### src/rtl/syzygy_camera_pkg.sv
// Shared types and constants for the camera capture controller.
// Holds the FSM state encoding and the AXIS beat width.
package syzygy_camera_pkg;

    localparam int BEAT_W = 32;

    typedef enum logic [1:0] {
        S_IDLE     = 2'd0,
        S_WAIT_SOF = 2'd1,
        S_ACTIVE   = 2'd2,
        S_DROP     = 2'd3
    } state_t;

endpackage

### src/rtl/syzygy_camera_beat_hold.sv
// One-entry beat hold register feeding the AXIS output.
// Delays each beat by one so the frame's last beat can carry tlast.
module syzygy_camera_beat_hold
    import syzygy_camera_pkg::*;
(
    input  logic              clk,
    input  logic              rst_n,
    input  logic              en_i,
    input  logic              clr_i,
    input  logic              valid_i,
    input  logic [BEAT_W-1:0] data_i,
    input  logic              eof_i,
    output logic [BEAT_W-1:0] tdata_o,
    output logic              tvalid_o,
    output logic              tlast_o,
    output logic              pend_o,
    output logic              frame_end_o
);

    logic [BEAT_W-1:0] hold_q, hold_d;
    logic              full_q, full_d;
    logic              pend_q, pend_d;
    logic [BEAT_W-1:0] tdata_q, tdata_d;
    logic              tvalid_q, tvalid_d;
    logic              tlast_q, tlast_d;

    // Hold/emit decision: a new beat pushes the held one out.
    always_comb begin
        hold_d      = hold_q;
        full_d      = full_q;
        pend_d      = pend_q;
        tdata_d     = tdata_q;
        tvalid_d    = 1'b0;
        tlast_d     = 1'b0;
        frame_end_o = 1'b0;
        if (clr_i) begin
            full_d = 1'b0;
            pend_d = 1'b0;
        end else if (en_i) begin
            if (pend_q) begin
                tdata_d     = hold_q;
                tvalid_d    = 1'b1;
                tlast_d     = 1'b1;
                full_d      = 1'b0;
                pend_d      = 1'b0;
                frame_end_o = 1'b1;
            end else if (valid_i) begin
                if (full_q) begin
                    tdata_d  = hold_q;
                    tvalid_d = 1'b1;
                end
                hold_d = data_i;
                full_d = 1'b1;
                pend_d = eof_i;
            end else if (eof_i) begin
                if (full_q) begin
                    tdata_d  = hold_q;
                    tvalid_d = 1'b1;
                    tlast_d  = 1'b1;
                end
                full_d      = 1'b0;
                frame_end_o = 1'b1;
            end
        end
    end

    // Hold and output registers.
    always_ff @(posedge clk or negedge rst_n) begin
        if (!rst_n) begin
            hold_q   <= '0;
            full_q   <= 1'b0;
            pend_q   <= 1'b0;
            tdata_q  <= '0;
            tvalid_q <= 1'b0;
            tlast_q  <= 1'b0;
        end else begin
            hold_q   <= hold_d;
            full_q   <= full_d;
            pend_q   <= pend_d;
            tdata_q  <= tdata_d;
            tvalid_q <= tvalid_d;
            tlast_q  <= tlast_d;
        end
    end

    assign tdata_o  = tdata_q;
    assign tvalid_o = tvalid_q;
    assign tlast_o  = tlast_q;
    assign pend_o   = pend_q;

endmodule

### src/rtl/syzygy_camera_capture_ctrl.sv
// Multi-frame capture sequencer between the HiSPi PHY and AXIS FIFO.
// Skips settling frames, gates N frames, flags overflow and timeout.
module syzygy_camera_capture_ctrl
    import syzygy_camera_pkg::*;
#(
    parameter int              TO_W           = 24,
    parameter logic [TO_W-1:0] TIMEOUT_CYCLES = 24'd16_000_000
) (
    input  logic              clk,
    input  logic              reset_async_n,
    input  logic              arm,
    input  logic              abort,
    input  logic [7:0]        num_frames_req,
    input  logic [3:0]        skip_frames,
    input  logic              pix_valid,
    input  logic [BEAT_W-1:0] pix_data,
    input  logic              sof,
    input  logic              eof,
    output logic [BEAT_W-1:0] m_axis_tdata,
    output logic              m_axis_tvalid,
    output logic              m_axis_tlast,
    input  logic              m_axis_tready,
    output logic              busy,
    output logic              done,
    output logic [7:0]        frames_captured,
    output logic              err_overflow,
    output logic              err_timeout
);

    localparam logic [TO_W-1:0] TO_LAST = TIMEOUT_CYCLES - 1'b1;

    state_t          state_q, state_d;
    logic [7:0]      req_q, req_d;
    logic [3:0]      skip_q, skip_d;
    logic [7:0]      fc_q, fc_d;
    logic            eo_q, eo_d;
    logic            et_q, et_d;
    logic            done_q, done_d;
    logic            busy_q;
    logic [TO_W-1:0] to_q;

    logic            ovf;
    logic            hold_en;
    logic            hold_clr;
    logic            frame_end;
    logic            pend;
    logic            last_frame;
    logic [7:0]      fc_inc;

    assign ovf        = (state_q == S_ACTIVE) && m_axis_tvalid && !m_axis_tready;
    assign hold_en    = (state_q == S_ACTIVE);
    assign hold_clr   = abort || ovf;
    assign fc_inc     = (fc_q == 8'hFF) ? fc_q : fc_q + 8'd1;
    assign last_frame = ({1'b0, fc_q} + 9'd1) == {1'b0, req_q};

    syzygy_camera_beat_hold u_hold (
        .clk        (clk),
        .rst_n      (reset_async_n),
        .en_i       (hold_en),
        .clr_i      (hold_clr),
        .valid_i    (pix_valid),
        .data_i     (pix_data),
        .eof_i      (eof),
        .tdata_o    (m_axis_tdata),
        .tvalid_o   (m_axis_tvalid),
        .tlast_o    (m_axis_tlast),
        .pend_o     (pend),
        .frame_end_o(frame_end)
    );

    // Capture FSM next-state, counters and error flags.
    always_comb begin
        state_d = state_q;
        req_d   = req_q;
        skip_d  = skip_q;
        fc_d    = fc_q;
        eo_d    = eo_q;
        et_d    = et_q;
        done_d  = 1'b0;
        if (abort) begin
            state_d = S_IDLE;
        end else begin
            unique case (state_q)
                S_IDLE: begin
                    if (arm) begin
                        if (num_frames_req != 8'd0) begin
                            req_d   = num_frames_req;
                            skip_d  = skip_frames;
                            fc_d    = 8'd0;
                            eo_d    = 1'b0;
                            et_d    = 1'b0;
                            state_d = S_WAIT_SOF;
                        end else begin
                            done_d = 1'b1;
                        end
                    end
                end
                S_WAIT_SOF: begin
                    if (sof) begin
                        if (skip_q != 4'd0) begin
                            skip_d = skip_q - 4'd1;
                        end else begin
                            state_d = S_ACTIVE;
                        end
                    end else if (to_q == TO_LAST) begin
                        et_d    = 1'b1;
                        done_d  = 1'b1;
                        state_d = S_IDLE;
                    end
                end
                S_ACTIVE: begin
                    if (ovf) begin
                        eo_d = 1'b1;
                        if (eof || pend) begin
                            done_d  = 1'b1;
                            state_d = S_IDLE;
                        end else begin
                            state_d = S_DROP;
                        end
                    end else if (frame_end) begin
                        fc_d = fc_inc;
                        if (last_frame) begin
                            done_d  = 1'b1;
                            state_d = S_IDLE;
                        end else begin
                            state_d = S_WAIT_SOF;
                        end
                    end
                end
                S_DROP: begin
                    if (eof) begin
                        done_d  = 1'b1;
                        state_d = S_IDLE;
                    end
                end
                default: state_d = S_IDLE;
            endcase
        end
    end

    // State, status and timeout counter registers.
    always_ff @(posedge clk or negedge reset_async_n) begin
        if (!reset_async_n) begin
            state_q <= S_IDLE;
            req_q   <= 8'd0;
            skip_q  <= 4'd0;
            fc_q    <= 8'd0;
            eo_q    <= 1'b0;
            et_q    <= 1'b0;
            done_q  <= 1'b0;
            busy_q  <= 1'b0;
            to_q    <= '0;
        end else begin
            state_q <= state_d;
            req_q   <= req_d;
            skip_q  <= skip_d;
            fc_q    <= fc_d;
            eo_q    <= eo_d;
            et_q    <= et_d;
            done_q  <= done_d;
            busy_q  <= (state_d != S_IDLE);
            to_q    <= (state_q == S_WAIT_SOF) ? to_q + 1'b1 : '0;
        end
    end

    assign busy            = busy_q;
    assign done            = done_q;
    assign frames_captured = fc_q;
    assign err_overflow    = eo_q;
    assign err_timeout     = et_q;

endmodule

### config.mk
export PLATFORM = sky130hd
export DESIGN_NAME = syzygy_camera_capture_ctrl
export DESIGN_NICKNAME = d
export VERILOG_FILES = /design/src/rtl/syzygy_camera_pkg.sv /design/src/rtl/syzygy_camera_beat_hold.sv /design/src/rtl/syzygy_camera_capture_ctrl.sv
export SDC_FILE = /design/constraint.sdc
export NUM_CORES = 1
export LEC_CHECK = 0
export CAP_MARGIN = 40
export CORE_MARGIN = 5
export CORE_UTILIZATION = 47
export DETAILED_ROUTE_END_ITERATION = 8
export PLACE_DENSITY = 0.78
export REMOVE_ABC_BUFFERS = 1
export SLEW_MARGIN = 20
export SYNTH_ARGS = -nofsm -noshare
export SYNTH_HDL_FRONTEND = slang
export SYNTH_SLANG_ARGS = --single-unit
### constraint.sdc
create_clock -name clk -period 2.1 [get_ports clk]
set_clock_uncertainty 0.15 [all_clocks]
set_input_delay 0.21 -clock clk [delete_from_list [all_inputs] [get_ports clk]]
set_output_delay 0.21 -clock clk [all_outputs]
set_load 0.01 [all_outputs]
# After elaboration in Yosys (flattened, before gate mapping)
# Index checks and enable logic that the tools add are counted.
[classes] add_sub_neg=4 eq_ne=16 n_mux=69 bitwise_logic=3 reduce_logical=22
[op_table] operator="$mux 32" count=4
[op_table] operator="$mux 8" count=5
[op_table] operator="$mux 1" count=39
[op_table] operator="$add 24x1->24 const B" count=1
[op_table] operator="$eq 24x24->1 const B" count=1
[op_table] operator="$mux 24" count=1
[op_table] operator="$mux 2" count=10
[op_table] operator="$ne 2x2->1 const B" count=9
[op_table] operator="$mux 4" count=4
[op_table] operator="$pmux 8 s2" count=1
[op_table] operator="$reduce_and 6->1" count=2
[op_table] operator="$add 8x1->9 const B" count=1
[op_table] operator="$eq 9x8->1" count=1
[op_table] operator="$add 8x1->8 const B" count=1
[op_table] operator="$eq 8x8->1 const B" count=1
[op_table] operator="$pmux 2 s4" count=1
[op_table] operator="$pmux 4 s2" count=1
[op_table] operator="$reduce_and 4->1" count=2
[op_table] operator="$reduce_bool 2->1" count=4
[op_table] operator="$reduce_bool 4->1" count=2
[op_table] operator="$reduce_bool 8->1" count=1
[op_table] operator="$reduce_and 7->1" count=1
[op_table] operator="$reduce_and 5->1" count=1
[op_table] operator="$eq 2x2->1 const B" count=2
[op_table] operator="other kinds (13)" count=18
[totals] ff_bits=118 input_bits=52 output_inout_bits=46 wordCells=129

# Depth between registers and ports, before layout
# Gate-level depths: netlist of run 1.
[logic_depth] depth_word=10 ltp_mapped=8

# Modules after synthesis
# Synthesis of run 1 repeated with hierarchy kept, for this count alone.
[unflattened] cells_unflattened=449 hier_area_um2=5462.7
[by_module_without_submodules] mod="syzygy_camera_capture_ctrl" instances=1 cells_each=293 area_per_inst_um2=2786.4 seq_area_each_um2=1251.2
[by_module_without_submodules] mod="syzygy_camera_beat_hold" instances=1 cells_each=156 area_per_inst_um2=2676.3 seq_area_each_um2=1701.6

# Least setup slack after synthesis of run 1
# Ideal clock, no wire load.
[synth_timing] path_kind="reg2reg" startpoint="reg to_q[0]" endpoint="reg busy_q, in the netlist busy" setup_ns=0.133 t_arrival_ns=1.716 t_required_ns=1.817 setup_slack_ns=0.101 stages_incl_launch_ff=8 path_cell_list="dfrtp_1 > ha_1 > nand3_2 > or3_1 > nor4_2 > o31ai_1 > a21oi_1 > o211ai_1"
[synth_via] elab_chain_cells=6
[synth_rtl] item="start, declared" line_no="syzygy_camera_capture_ctrl.sv:40" rtl="logic [TO_W-1:0] to_q;"
[synth_rtl] item="start signal, assigned" line_no="syzygy_camera_capture_ctrl.sv:162" rtl="to_q <= (state_q == S_WAIT_SOF) ? to_q + 1'b1 : '0;"
[synth_rtl] item="$eq 24x24->1" line_no="syzygy_camera_capture_ctrl.sv:105" rtl="end else if (to_q == TO_LAST) begin"
[synth_rtl] item="$mux 2" line_no="syzygy_camera_capture_ctrl.sv:105"
[synth_rtl] item="$mux 2" line_no="syzygy_camera_capture_ctrl.sv:99" rtl="if (sof) begin"
[synth_rtl] item="$pmux 2 s4" line_no="syzygy_camera_capture_ctrl.sv:83" rtl="unique case (state_q)"
[synth_rtl] item="$mux 2" line_no="syzygy_camera_capture_ctrl.sv:80" rtl="if (abort) begin"
[synth_rtl] item="$reduce_bool 2->1" line_no="syzygy_camera_capture_ctrl.sv:161" rtl="busy_q <= (state_d != S_IDLE);"
[synth_rtl] item="end signal, assigned" line_no="syzygy_camera_capture_ctrl.sv:161"
[synth_rtl] item="end, declared" line_no="syzygy_camera_capture_ctrl.sv:39" rtl="logic busy_q;"
# No other way between the ends.
# A chain may end at the register's enable or synchronous reset.

# Final worst setup path of run 1
[layout_timing] startpoint="in num_frames_req[5]" endpoint="reg skip_q[0]"
[layout_via] elab_chain_cells=3
[layout_rtl] item="start, declared" line_no="syzygy_camera_capture_ctrl.sv:13" rtl="input logic [7:0] num_frames_req,"
[layout_rtl] item="$reduce_bool 8->1" line_no="syzygy_camera_capture_ctrl.sv:86" rtl="if (num_frames_req != 8'd0) begin"
[layout_rtl] item="$ne 2x2->1 (no source line)"
[layout_rtl] item="$reduce_and 6->1 (no source line)"
[layout_rtl] item="end signal, assigned" line_no="syzygy_camera_capture_ctrl.sv:156" rtl="skip_q <= skip_d;"
[layout_rtl] item="end, declared" line_no="syzygy_camera_capture_ctrl.sv:34" rtl="logic [3:0] skip_q, skip_d;"
# No other way between the ends.

==> results of run 1 <==
## per-stage QoR
step / cells / area, sq um / util [%] / setup WS [ns] / setup TNS (ns)
6_report: 799 / 7440 / 67.7 / 0.0917 / 0
5_1_grt: 799 / 7440 / 67.7 / -0.0423 / -0.0571
4_1_cts: 796 / 7370 / 67.1 / 0.0427 / 0
3_5_place_dp: 766 / 6720 / 61.2 / -0.306 / -4.83
3_3_place_gp: 766 / 6720 / 61.2 / -0.173 / -2.63
2_1_floorplan: 493 / 5240 / - / -0.503 / -29.15
## final cells by class
cell class,instances,area share [%]
Sequential cell,118,39.7
Clock buffer,18,5.77
Inverter,9,0.454
Tap cell,140,2.36
Timing Repair Buffer,137,17.9
Clock inverter,11,2.79
Multi-Input combinational cell,366,31.0
## worst paths after layout
path                                          startpoint                        endpoint  depth (start not counted)
max                                    num_frames_req[5]           skip_q[0]$_DFFE_PN0P_                          8
min                                        reset_async_n  u_hold.tdata_o[26]$_DFFE_PN0P_                          2
max reg2reg                            to_q[1]$_DFF_PN0_                  busy$_DFF_PN0_                          7
min reg2reg                u_hold.hold_q[29]$_DFFE_PN0P_  u_hold.tdata_o[29]$_DFFE_PN0P_                          2
max in group asynchronous                  reset_async_n    u_hold.hold_q[7]$_DFFE_PN0P_                          3
min in group clk                            pix_data[16]   u_hold.hold_q[16]$_DFFE_PN0P_                          2
## placed cells by master, fill, tap and decap left out, drive strengths merged, types with 2 or more instances in the layout
master,count
nand2,121
dfrtp,118
clkdlybuf4s50,96
mux2,42
nor2,41
buf,40
o21ai,30
xor2,19
clkbuf,18
nand3,13
a21oi,12
inv,9
xnor2,9
nand4,9
nor3,7
bufinv,6
nand2b,5
o31ai,5
nor4,5
nor2b,4
clkinv,4
mux2i,3
and3,3
nor4b,3
o21a,3
and4,3
or3,3
o211ai,3
ha,3
or4,2
and2,2
or2,2
a211oi,2
nor3b,2
## repair_timing
item                       4_1_cts  5_1_grt
setup endpoints to repair        2        7
hold buffers                     1        0
pin swaps                        1        4
hold endpoints to repair        38        0
gates resized for setup          1       11
setup buffers                    0        3
## where the power goes
part	internal, uW	switching (uW)	total [uW]	leakage (uW)
Clock	2190	983	3170	0.000311
Sequential	2590	211	2800	0.00160
Combinational	490	391	881	0.00152
## metal layers
layer	wire [um]	part of all wire, %
met1	5490	41
met4	219	1.6
met2	6500	49
met3	1110	8.4
met5	0	0
## flip-flops by register name, summed over array words and instances (netlist names), 2 cells and up
signal,cells
state_q,2
skip_q,4
frames_captured,8
u_hold.tdata_o,32
u_hold.hold_q,32
req_q,8
to_q,24
## worst register-to-register path: cells and delay by family, from the launching register on
kind                     cells  cell delay, ns
AO/OA/AOI/OAI                3            0.39
adder cells (fa/ha/maj)      1            0.19
flip-flops                   1            0.34
AND/OR/NAND/NOR              3            0.82
## cell families after synthesis
kind of cell / share of synthesized area (%)
AOI/OAI and AO/OA: 7.49
xor gates and xnor gates: 4.60
adders and majority gates: 0.705
buffers and inverters: 2.25
DFF: 55.4
muxes: 9.51
and+or+nand+nor: 20.0
==> summary.txt, run 1 <==
Die
  – Num ports: 98
  – Die Span X: 116 um
  – Die footprint: 13600 sq um
  – Chip height: 116 um
  – Area of the placeable core: 11000 sq um
  – Starting Density: 48.5%
  – FP Rows: 38

CTS
  – CTS tree: yes
  – Max H-tree Level: 4
  – Number of sinks handled by clock tree synthesis: 118
  – Clock root cell: sky130_fd_sc_hd__clkbuf_16
  – Buffers from clock root to sink, at most: 2
  – Register clock-pin slew on the reported worst setup and hold paths: 0.05 ns
  – Number of clock buffers inserted by TritonCTS: 17
  – Worst skew pair latency: 0.41 ns

Setup path
  – WP data required: 2.22 ns
  – Crit-path max FO: 6
  – Crit path arrival time: 2.13 ns
  – Cells along the critical path: clkdlybuf4s50_1, or4_1, o21ai_1, a21o_1, a211oi_2, buf_4, nand3_1, o211ai_1
  – Kind of cell with the highest combined delay on the critical path: compound AO/OA/AOI/OAI gates
  – Max stage delay cell, worst path: sky130_fd_sc_hd__or4_1
  – Startpoint kind of the worst setup timing path: input pin
  – Reg-to-reg slack, setup: 0.09 ns
  – Largest stage delay on the critical path: 0.55 ns
  – Crit end category: flip-flop
  – Worst Setup Path Type: input pin to flip-flop
  – Worst path buffer plus inverter count: 2

Layout
  – Area growth syn-to-layout: 39.6%
  – Area of combinational cells with multiple inputs: 2300 sq um
  – Sequential cell area: 2950 sq um
  – Count of filler cells inserted in the layout: 810
  – Fraction of layout cells with a size suffix above 1: 18.7%
  – Antenna cells: 0
  – Final layout net count: 704

Power and ir drop
  – Cell area power density: 922 nW/um^2
  – Overall power of the completed layout: 6860 uW
  – Maximum vdd ir drop: 0.000688 V
  – LEAKAGE: 0.00343 uW

Global route
  – First-pass GRT wire length: 22400 um
  – Number of global-route vias before repair: 4567
  – Global-route track usage on met1: 26.5%
  – Largest net degree at the start of global routing: 41
  – Global-route met3 utilization: 8.45%
  – Combined global-route utilization of all metal layers: 21.3%
  – Most congested layer reported by global routing: met2
  – Global routing usage on met2: 34.1%
  – Total congestion overflow after global routing: 0
  – Number of antenna violations at the first check in global routing: 0

Placement
  – Number of port buffers: 97
  – Final HPWL from detailed placement: 9160 um
  – Final Wtd Congestion: 0.852

Routing
  – First DRT Iteration DRCs: 308
  – Antenna Nets Post-Route: 0
  – Average wire length per cell after detail routing: 16.7 um
  – Detailed-route wire length: 13300 um
  – Number of iterations in the first detailed-routing pass: 4
  – DRC errors left: 0
  – Via count normalized by instance count: 5.34
  – Via count of the routed design: 4264

Synthesis
  – Cell types occupying the most area after synthesis: sky130_fd_sc_hd__dfrtp_1, sky130_fd_sc_hd__nand2_1, sky130_fd_sc_hd__mux2_2, sky130_fd_sc_hd__xor2_1, sky130_fd_sc_hd__nor2_1
  – Number of synthesized flops with an enable pin: 0
  – Post-synth top area cell: sky130_fd_sc_hd__dfrtp_1
  – Syn_area_per_cell: 10.4 sq um
  – Warnings from Yosys: 0
  – Predominant post-synthesis flop cell: sky130_fd_sc_hd__dfrtp_1
  – Share of synthesized flip-flops with an asynchronous set or reset: 100%
  – Most frequent cell after synthesis: sky130_fd_sc_hd__nand2_1
  – Fraction of post-synthesis cell area in the top cell type by area: 55.4%
  – Synthesized area: 5330 sq um
  – Instance count of the mapped netlist: 512
  – Seq/Total Area, Yosys: 55.4%
  – Number of distinct library cell variants in the gate-level netlist after synthesis: 54
  – Post-synthesis sequential element count: 118
  – Ranking of synthesized cells by instance count: sky130_fd_sc_hd__nand2_1, sky130_fd_sc_hd__dfrtp_1, sky130_fd_sc_hd__nor2_1

STA
  – Minimum period implied by the final worst setup slack: 2.01 ns
  – Worst-Margin Slew: 0.535 ns
  – Tcrit/Tclk final: 95.6%
  – Max-slew violation count: 0
  – Worst slew slack as a fraction of its limit: 64.3%
  – Smallest hold slack: 0.160 ns
  – Number of failing hold endpoints at the final stage: 0
  – Fmax: 498 MHz
  – Final count of negative-setup-slack endpoints: 0
  – Unrepaired setup endpoints after global routing: yes

Hold path
  – Class of the tightest hold or removal check: input pin to async pin

Outcome
  – Status: finished, final reports clean

Flow run
  – Reported max-cap violation count: 0
No activity file was read; power rests on OpenSTA's default activity.
==> inputs of run 2 (changes only) <==
- CORE_UTILIZATION: 47 -> 56
- PLACE_DENSITY: 0.78 -> 0.87
- clock period: 2.1 -> 2.4 ns (I/O delays scaled with it)
==> summary.txt, run 2 (same netlist as run 1, synthesis figures left out) <==
Global route
  – Number of antenna violations at the first check in global routing: 0 (unchanged)
  – Number of global-route vias before repair: 4677 (+2.4%)
  – Combined global-route utilization of all metal layers: 25.1% (+3.8 points)
  – First-pass GRT wire length: 22800 um (+1.8%)
  – Total congestion overflow after global routing: 0 (unchanged)
  – Largest net degree at the start of global routing: 73 (+78%)

CTS
  – CTS tree: yes
  – Number of clock buffers inserted by TritonCTS: 17 (unchanged)
  – Number of sinks handled by clock tree synthesis: 118 (unchanged)
  – Clock root cell: sky130_fd_sc_hd__clkbuf_8
  – Max H-tree Level: 4 (unchanged)
  – Worst skew pair latency: 0.51 ns (+0.10 ns)
  – Buffers from clock root to sink, at most: 2 (unchanged)
  – Register clock-pin slew on the reported worst setup and hold paths: 0.06 ns (about the same)

STA
  – Smallest hold slack: 0.110 ns (-0.0502 ns)
  – Unrepaired setup endpoints after global routing: no
  – Tcrit/Tclk final: 91.0%
  – Worst-Margin Slew: 0.550 ns (+0.0149 ns)
  – Worst slew slack as a fraction of its limit: 62.8% (-1.5 points)
  – Minimum period implied by the final worst setup slack: 2.18 ns
  – Number of failing hold endpoints at the final stage: 0 (unchanged)
  – Final count of negative-setup-slack endpoints: 0 (unchanged)
  – Setup tns final: 0 ns (unchanged)
  – Max-slew violation count: 0 (unchanged)
  – Fmax: 458 MHz

Layout
  – Most common cell after layout, fill and taps aside: sky130_fd_sc_hd__nand2_1
  – Final layout net count: 681 (-3.3%)
  – Fraction of layout cells with a size suffix above 1: 14.9% (-3.8 points)
  – Final std cell area, no fill: 7130 sq um (-4.1%)
  – Area growth syn-to-layout: 33.9%
  – Antenna cells: 0 (unchanged)
  – Most frequent cells in the layout: sky130_fd_sc_hd__nand2_1, sky130_fd_sc_hd__dfrtp_1, sky130_fd_sc_hd__clkdlybuf4s50_1
  – Cell Count, Final, Fillers Out: 767 (-4.0%)

Die
  – Area of the placeable core: 9240 sq um (-16%)
  – Chip height: 108 um (-7.7%)
  – Num ports: 98 (unchanged)
  – Die footprint: 11600 sq um (-15%)
  – Die Span X: 108 um (-7.7%)
  – FP Rows: 35 (-7.9%)
  – Starting Density: 57.7% (+9.1 points)

Power and ir drop
  – Fraction of power spent switching nets: 25.8% (+2.7 points)
  – Sequential share of power: 43.4% (+2.6 points)
  – Power dissipated by switching net loads: 1450 uW (-8.5%)
  – LEAKAGE: 0.00327 uW (-4.6%)
  – Maximum vdd ir drop: 0.000755 V (+9.8%)
  – Cell area power density: 788 nW/um^2 (-14%)
  – Internal power: 4170 uW (-21%)
  – Part of the power in combinational logic: 12.8% (about the same)
  – Overall power of the completed layout: 5630 uW (-18%)
  – Relative contribution of the clock network to total power: 43.7% (-2.6 points)

Routing
  – First DRT Iteration DRCs: 233 (-24%)
  – Detailed-route wire length: 13400 um (+0.83%)
  – DRC errors left: 0 (unchanged)
  – Via count normalized by instance count: 5.62 (+5.3%)
  – Average wire length per cell after detail routing: 17.5 um (+5.0%)
  – Via count of the routed design: 4311 (+1.1%)
  – Number of iterations in the first detailed-routing pass: 5 (+1)
  – Antenna Nets Post-Route: 0 (unchanged)

Placement
  – Count of placed standard cells including taps: 734 (-4.2%)
  – Final Wtd Congestion: 0.883 (+3.7%)
  – Number of port buffers: 97 (unchanged)
  – Final HPWL from detailed placement: 8760 um (-4.4%)
  – Post-place instance area: 6520 sq um (-2.9%)

Setup path
  – Endpoint of the lowest-slack register-to-register path: state_q[0]$_DFF_PN0_
  – Worst Setup Path Type: flip-flop to flip-flop
  – Depth of the most critical reg-to-reg path: 7 (unchanged)
  – Crit path arrival time: 2.42 ns (+0.29 ns)
  – Startpoint kind of the worst setup timing path: flip-flop
  – WP data required: 2.63 ns (+0.41 ns)
  – Crit end category: flip-flop
  – Reg-to-reg slack, setup: 0.22 ns (+0.12 ns)
  – Launching point of the worst reg2reg path: to_q[0]$_DFF_PN0_
  – Crit-path max FO: 4 (-2)

Flow run
  – Reported max-cap violation count: 0 (unchanged)

Outcome
  – Status: finished, final reports clean

Hold path
  – Class of the tightest hold or removal check: input pin to async pin
run 2: what timing repair did:
item | CTS | global route
endpoints found under the setup margin | 2 | 2
setup buffers | 0 | 0
endpoints found under the hold margin | 118 | 0
pin swaps | 0 | 2
resized for setup | 1 | 2
hold buffers | 2 | 0
run 2: metrics by stage:
stage / setup WS, ns / util, %
2_1_floorplan: -0.203 / -
3_3_place_gp: 0.0999 / 70.6
3_5_place_dp: -0.0487 / 70.6
4_1_cts: 0.0367 / 77.1
5_1_grt: 0.0349 / 77.2
6_report: 0.215 / 77.2
run 2: worst max-delay path, stage by stage, from the launching register on:
cell and delay, ns:
sky130_fd_sc_hd__dfrtp_1 0.38, sky130_fd_sc_hd__ha_1 0.22, sky130_fd_sc_hd__nand3_2 0.14, sky130_fd_sc_hd__or3_4 0.43, sky130_fd_sc_hd__nor4_4 0.23, sky130_fd_sc_hd__o31ai_1 0.13, sky130_fd_sc_hd__a21oi_1 0.23, sky130_fd_sc_hd__o21ai_0 0.13
run 2: worst max path at each step:
stage,from,endpoint,slack (ns),cells past startpoint
2_1_floorplan,state_q[0]$_DFF_PN0_,u_hold.hold_q[0]$_DFFE_PN0P_,-0.20,4
3_3_place_gp,num_frames_req[6],skip_q[2]$_DFFE_PN0P_,0.1,7
3_5_place_dp,num_frames_req[1],skip_q[2]$_DFFE_PN0P_,-0.05,7
4_1_cts,to_q[0]$_DFF_PN0_,state_q[0]$_DFF_PN0_,0.04,7
5_1_grt,frames_captured[0]$_DFFE_PN0P_,state_q[0]$_DFF_PN0_,0.03,7
6_report,to_q[0]$_DFF_PN0_,state_q[0]$_DFF_PN0_,0.22,7
run 2: layout make-up:
cell class / instances / area, sq um
inverters: 9 / 33.8
multi-input cells: 366 / 2270
repair buffers: 114 / 1140
clock buffers: 18 / 428
fillers: 571 / 2110
flip-flops and latches: 118 / 2950
clock inverters: 13 / 146
well taps: 129 / 161
run 2: layer usage:
layer	wire, um	share of wire (%)	track usage (%)
met4	295	2.2	8.66
met2	6700	50	41.1
met3	1200	9.0	9.66
met1	5230	39	30.3
met5	0	0	0
run 2: power by group through the flow:
stage	clock [uW]	combinational, uW	sequential, uW
2_1_floorplan	0	438	2420
3_3_place_gp	0	666	2440
3_5_place_dp	0	708	2470
4_1_cts	2490	724	2440
5_1_grt	2600	795	2470
6_report	2460	721	2440
